**src/rtl/maxnet_iterator.sv**
```systemverilog
// Four-neuron MAXNET winner-take-all iterator: repeated mutual inhibition of
// unsigned Q16.16 activations until at most one neuron stays nonzero.
module maxnet_iterator #(
    parameter int unsigned WIDTH    = 32,
    parameter logic [15:0] EPS      = 16'h2000,
    parameter int unsigned MAX_ITER = 64
) (
    input  logic             clk,
    input  logic             rst_n,
    input  logic             in_valid,
    output logic             in_ready,
    input  logic [WIDTH-1:0] x1,
    input  logic [WIDTH-1:0] x2,
    input  logic [WIDTH-1:0] x3,
    input  logic [WIDTH-1:0] x4,
    output logic [WIDTH-1:0] a1,
    output logic [WIDTH-1:0] a2,
    output logic [WIDTH-1:0] a3,
    output logic [WIDTH-1:0] a4,
    output logic [3:0]       nz,
    output logic             out_valid,
    input  logic             out_ready,
    output logic [1:0]       winner,
    output logic             none,
    output logic             timeout,
    output logic [7:0]       iter
);

    localparam int unsigned SW = WIDTH + 2;
    localparam int unsigned PW = WIDTH + 18;

    typedef enum logic [1:0] {IDLE, RUN, DONE} state_t;

    state_t           state;
    logic [WIDTH-1:0] act     [4];
    logic [WIDTH-1:0] act_nxt [4];
    logic [SW-1:0]    others  [4];
    logic [SW-1:0]    sub     [4];
    logic [SW-1:0]    total;
    logic [3:0]       nz_nxt;
    logic [2:0]       pop;
    logic [1:0]       sole_idx;
    logic [1:0]       max_idx;
    logic [WIDTH-1:0] best;

    assign a1 = act[0];
    assign a2 = act[1];
    assign a3 = act[2];
    assign a4 = act[3];

    // Inhibition step, survivor count and winner candidates from current state
    always_comb begin
        total    = '0;
        pop      = '0;
        sole_idx = '0;
        max_idx  = '0;
        best     = act[0];
        nz_nxt   = '0;
        for (int i = 0; i < 4; i++) begin
            total = total + SW'(act[i]);
            pop   = pop + 3'(nz[i]);
        end
        for (int i = 3; i >= 0; i--) begin
            if (nz[i]) sole_idx = 2'(i);
        end
        for (int i = 1; i < 4; i++) begin
            if (act[i] > best) begin
                best    = act[i];
                max_idx = 2'(i);
            end
        end
        for (int i = 0; i < 4; i++) begin
            others[i]  = total - SW'(act[i]);
            sub[i]     = SW'((PW'(EPS) * PW'(others[i])) >> 16);
            // Saturate at zero: compare at full width before subtracting
            act_nxt[i] = (sub[i] >= SW'(act[i])) ? '0 : act[i] - sub[i][WIDTH-1:0];
            nz_nxt[i]  = (act_nxt[i] != '0);
        end
    end

    always_ff @(posedge clk or negedge rst_n) begin
        if (!rst_n) begin
            state     <= IDLE;
            for (int i = 0; i < 4; i++) act[i] <= '0;
            nz        <= '0;
            iter      <= '0;
            winner    <= '0;
            none      <= 1'b0;
            timeout   <= 1'b0;
            out_valid <= 1'b0;
            in_ready  <= 1'b1;
        end else begin
            case (state)
                IDLE: begin
                    if (in_valid) begin
                        act[0]   <= x1;
                        act[1]   <= x2;
                        act[2]   <= x3;
                        act[3]   <= x4;
                        nz       <= {x4 != '0, x3 != '0, x2 != '0, x1 != '0};
                        iter     <= '0;
                        none     <= 1'b0;
                        timeout  <= 1'b0;
                        in_ready <= 1'b0;
                        state    <= RUN;
                    end
                end
                RUN: begin
                    if (pop <= 3'd1) begin
                        winner    <= sole_idx;
                        none      <= (pop == 3'd0);
                        out_valid <= 1'b1;
                        state     <= DONE;
                    end else if (iter == 8'(MAX_ITER)) begin
                        winner    <= max_idx;
                        timeout   <= 1'b1;
                        out_valid <= 1'b1;
                        state     <= DONE;
                    end else begin
                        act  <= act_nxt;
                        nz   <= nz_nxt;
                        iter <= iter + 8'd1;
                    end
                end
                DONE: begin
                    if (out_ready) begin
                        out_valid <= 1'b0;
                        in_ready  <= 1'b1;
                        state     <= IDLE;
                    end
                end
                default: state <= IDLE;
            endcase
        end
    end

endmodule

```
**config.mk**
```make
export PLATFORM = sky130hd
export DESIGN_NAME = maxnet_iterator
export DESIGN_NICKNAME = d
export VERILOG_FILES = /design/src/rtl/maxnet_iterator.sv
export SDC_FILE = /design/constraint.sdc
export NUM_CORES = 1
export LEC_CHECK = 0
export CAP_MARGIN = 20
export CELL_PAD_IN_SITES_DETAIL_PLACEMENT = 0
export CELL_PAD_IN_SITES_GLOBAL_PLACEMENT = 1
export CORE_AREA = 2 2 246 248
export CTS_CLUSTER_DIAMETER = 80
export DETAILED_ROUTE_END_ITERATION = 16
export DIE_AREA = 0 0 248 250
export PLACE_DENSITY = 0.78
export SYNTH_ARGS = -nofsm -noshare
export SYNTH_HDL_FRONTEND = slang
export SYNTH_SLANG_ARGS = --single-unit
```
**constraint.sdc**
```tcl
create_clock -name clk -period 9.8 [get_ports clk]
set_clock_uncertainty 0.15 [all_clocks]
set_input_delay 2.45 -clock clk [delete_from_list [all_inputs] [get_ports clk]]
set_output_delay 2.45 -clock clk [all_outputs]
set_load 0.03 [all_outputs]
```
==> impl_results.md <==
- Run status: completed
- Setup TNS: 0 ns
- Die Y: 250 um
- Antenna violations before repair: 2
- EDFF count, synth: 0
- XOR/XNOR Fraction of Synth Area: 7.707%
- Clock tree buffer depth: 2
- Crit end category: register
- Mapped Nets: 3852
- Iteration-0 DRC Markers: 2174
- Fin. Hold Viols: 0
- Via/cell ratio: 6.201
- Die X: 248 um
- Largest net degree at the start of global routing: 114
- CTS tree: built
- H-tree levels: 4
- Row cnt: 90
- Mux share of post-synthesis cell area: 2.904%
- Data required time of the worst path: 10.06 ns
- Die area: 62000 um2
- Crit path launch type: register
- Main combinational cell family by area after synthesis: compound AO/OA/AOI/OAI gates
- Top FF cell, synth: dfrtp_1
- Sequential area share after synthesis: 14.31%
- Crit-path max cell delay: 0.55 ns
- Slew Viols, Final: 0
- CP Class: register to register
- Reg clk slew, reported paths: 0.08 ns
- Yosys top cell area share: 18.51%
- Slowest cell on the critical path: fa_1
- Rel. slew slack: 14.37%
- Fin crit period: 9.396 ns
- DRC violations left: 0
- Share of layout cells above drive strength 1: 8.058%
- CTS Buf Count: 17
- Largest area contributor in the netlist: ha_1
- RSZ-0062 raised after global routing: no
- Max cap viols: 0
- # fillers: 5830
- Final GP Congestion: 0.9642
- Final setup fails: 0
- Cell variety after synth: 111
- IO Count: 278
- First-pass GRT wire length: 165.1 mm
- Synthesized area: 25890 um2
- Routed wire length: 112.3 mm
- FF/Latch Area: 3710 um2
- Synth Register Bits: 148
- Asr flop ratio synth: 100.0%
- Worst skew pair latency: 0.53 ns
- Slew @ Worst Pin: 1.273 ns
- CP arrival: 9.65 ns
- P&R area growth vs syn: 19.21%
- Min-Delay Path Class: register to register
- Dpl hpwl: 93.29 mm
- Max Fanout on Critical Path: 5
- Multi-input logic area: 21030 um2
- Syn avg cell area: 7.923 um2
- Avg WL per Cell: 25.76 um
- CTS root buf: clkbuf_16
- Nets@finish: 4145
- # port buffers: 277
- GRT Total Usage: 35.90%
- Post-route clock period utilization: 95.88%
- Total gr overflow: 0
- Vias: 27.02k
- Simple-gate share of the synthesized area: 18.43%
- ANT nets after route: 0
- Adder-Cell Fraction of Synth Area: 23.84%
- Initial core utilization: 43.47%
- Core box area: 59570 um2
- Detailed Routing Iterations Pass 1: 11
- Vias in the first global route: 25.71k
- Achievable Freq: 106.4 MHz
- Post-synthesis compound-gate area fraction: 27.49%
- Clock sink count: 148
- Cells after Synth: 3268
- Syn. warnings: 0
- Top cells by area, synth: ha_1 (19%), dfrtp_1 (14%), a21oi_1 (5.5%)
metal layers:
metal	vias up	GRT usage (%)	part of all wire, %
li1	12610	-	-
met4	2	18.08	5.7
met5	-	0	0.012
met1	13060	46.83	43
met3	255	7.248	7.1
met2	1095	55.93	44
worst paths after layout:
check,start,end,slack (ns),cells past startpoint
worst max-delay path,a1[1],nz[3],0.40,39
worst min register to register,in_ready,in_ready,0.39,2
max in group asynchronous,rst_n,a1[20],6.13,2
min in group asynchronous,rst_n,a3[4],1.83,1
worst min-delay path,in_ready,in_ready,0.39,2
worst max register to register,a1[1],nz[3],0.40,39
area by class of cell:
cell class                 instances  area share, %
timing repair buffer             385          11.69
multi-input combinational       2759          68.14
antenna                            2        0.01621
sequential                       148          12.02
clock buffer                      18          1.390
clock inverter                    14         0.5351
inverter                         250          3.040
tap                              782          3.170
worst max-delay path: cells and delay by family (launching register included):
family | cells | cell delay (ns)
buffers and inverters | 7 | 0.99
AND/OR/NAND/NOR | 10 | 2.18
XOR/XNOR | 2 | 0.36
AO/OA/AOI/OAI | 14 | 2.81
adder cells (fa/ha/maj) | 6 | 2.43
flip-flops | 1 | 0.35
state kept, by name, indices dropped and copies added (netlist names):
| register | cells |
|---|---|
| a1 | 32 |
| a2 | 32 |
| a3 | 32 |
| a4 | 32 |
| in_ready | 1 |
| iter | 8 |
| none | 1 |
| nz | 4 |
| out_valid | 1 |
| state | 2 |
| timeout | 1 |
| winner | 2 |
cell usage in the layout, fill, tap and decap left out, types with 15 or more instances in the layout:
cell               n
a21o_1           126
o21a_1            83
mux2_2            33
o211ai_1          39
a21oi_1          282
o31ai_1           89
buf_4            106
dfrtp_1          145
nor4_1            47
inv_1            249
a211oi_1          16
nor2_1           250
and3_1            26
or3_1             21
xnor2_1          129
nand2b_1          31
o21ai_0          191
o21bai_1          24
nor2b_1           42
or2_2             30
nand2_1          217
clkbuf_16         17
o22ai_1           15
clkdlybuf4s50_1  276
ha_1             381
nand3_1           56
o221ai_1          16
fa_1              69
nand4_1           67
a31oi_1           28
mux2i_1           38
nor3_1            72
xor2_1            93
metrics by stage:
step | std cells | utilization [%] | area, um2 | hold WS, ns | setup WS, ns
6_report | 4358 | 51.82 | 30870 | 0.3854 | 0.4038
5_1_grt | 4356 | 51.81 | 30860 | 0.4053 | 0.01350
4_1_cts | 4352 | 51.52 | 30690 | 0.3878 | 0.2054
3_5_place_dp | 4320 | 50.52 | 30090 | 0.3669 | 0.2650
3_3_place_gp | 4320 | 50.52 | 30090 | 0.3533 | 0.3231
2_1_floorplan | 3268 | - | 25890 | 0.4317 | 1.235
logic make-up (layout without fill, tap and decap cells):
| family | Yosys count | count (layout) |
|---|---|---|
| AOI/OAI and AO/OA | 1061 | 1061 |
| and+or+nand+nor | 948 | 948 |
| adders and majority gates | 452 | 452 |
| buffers and inverters | 361 | 667 |
| xor gates and xnor gates | 227 | 227 |
| DFF | 148 | 148 |
| muxes | 71 | 71 |
| other | 0 | 2 |
cell usage after synthesis, types with 69 or more instances:
cell      count
inv_1       249
nor2_1      252
o31ai_1      90
fa_1         69
xnor2_1     131
clkbuf_1     89
o21a_1       83
nand2_1     217
a21oi_1     284
dfrtp_1     147
nor3_1       72
xor2_1       95
a21o_1      126
ha_1        383
o21ai_0     192
what timing repair did:
action	in CTS	in global routing
hold buffers	0	0
setup buffers	0	3
resized for setup	0	24
endpoints found under the setup margin	0	62
Power is left out: the tool's default activity adds up to more than one toggle a clock period on the data nets, which glitch-free logic cannot reach.
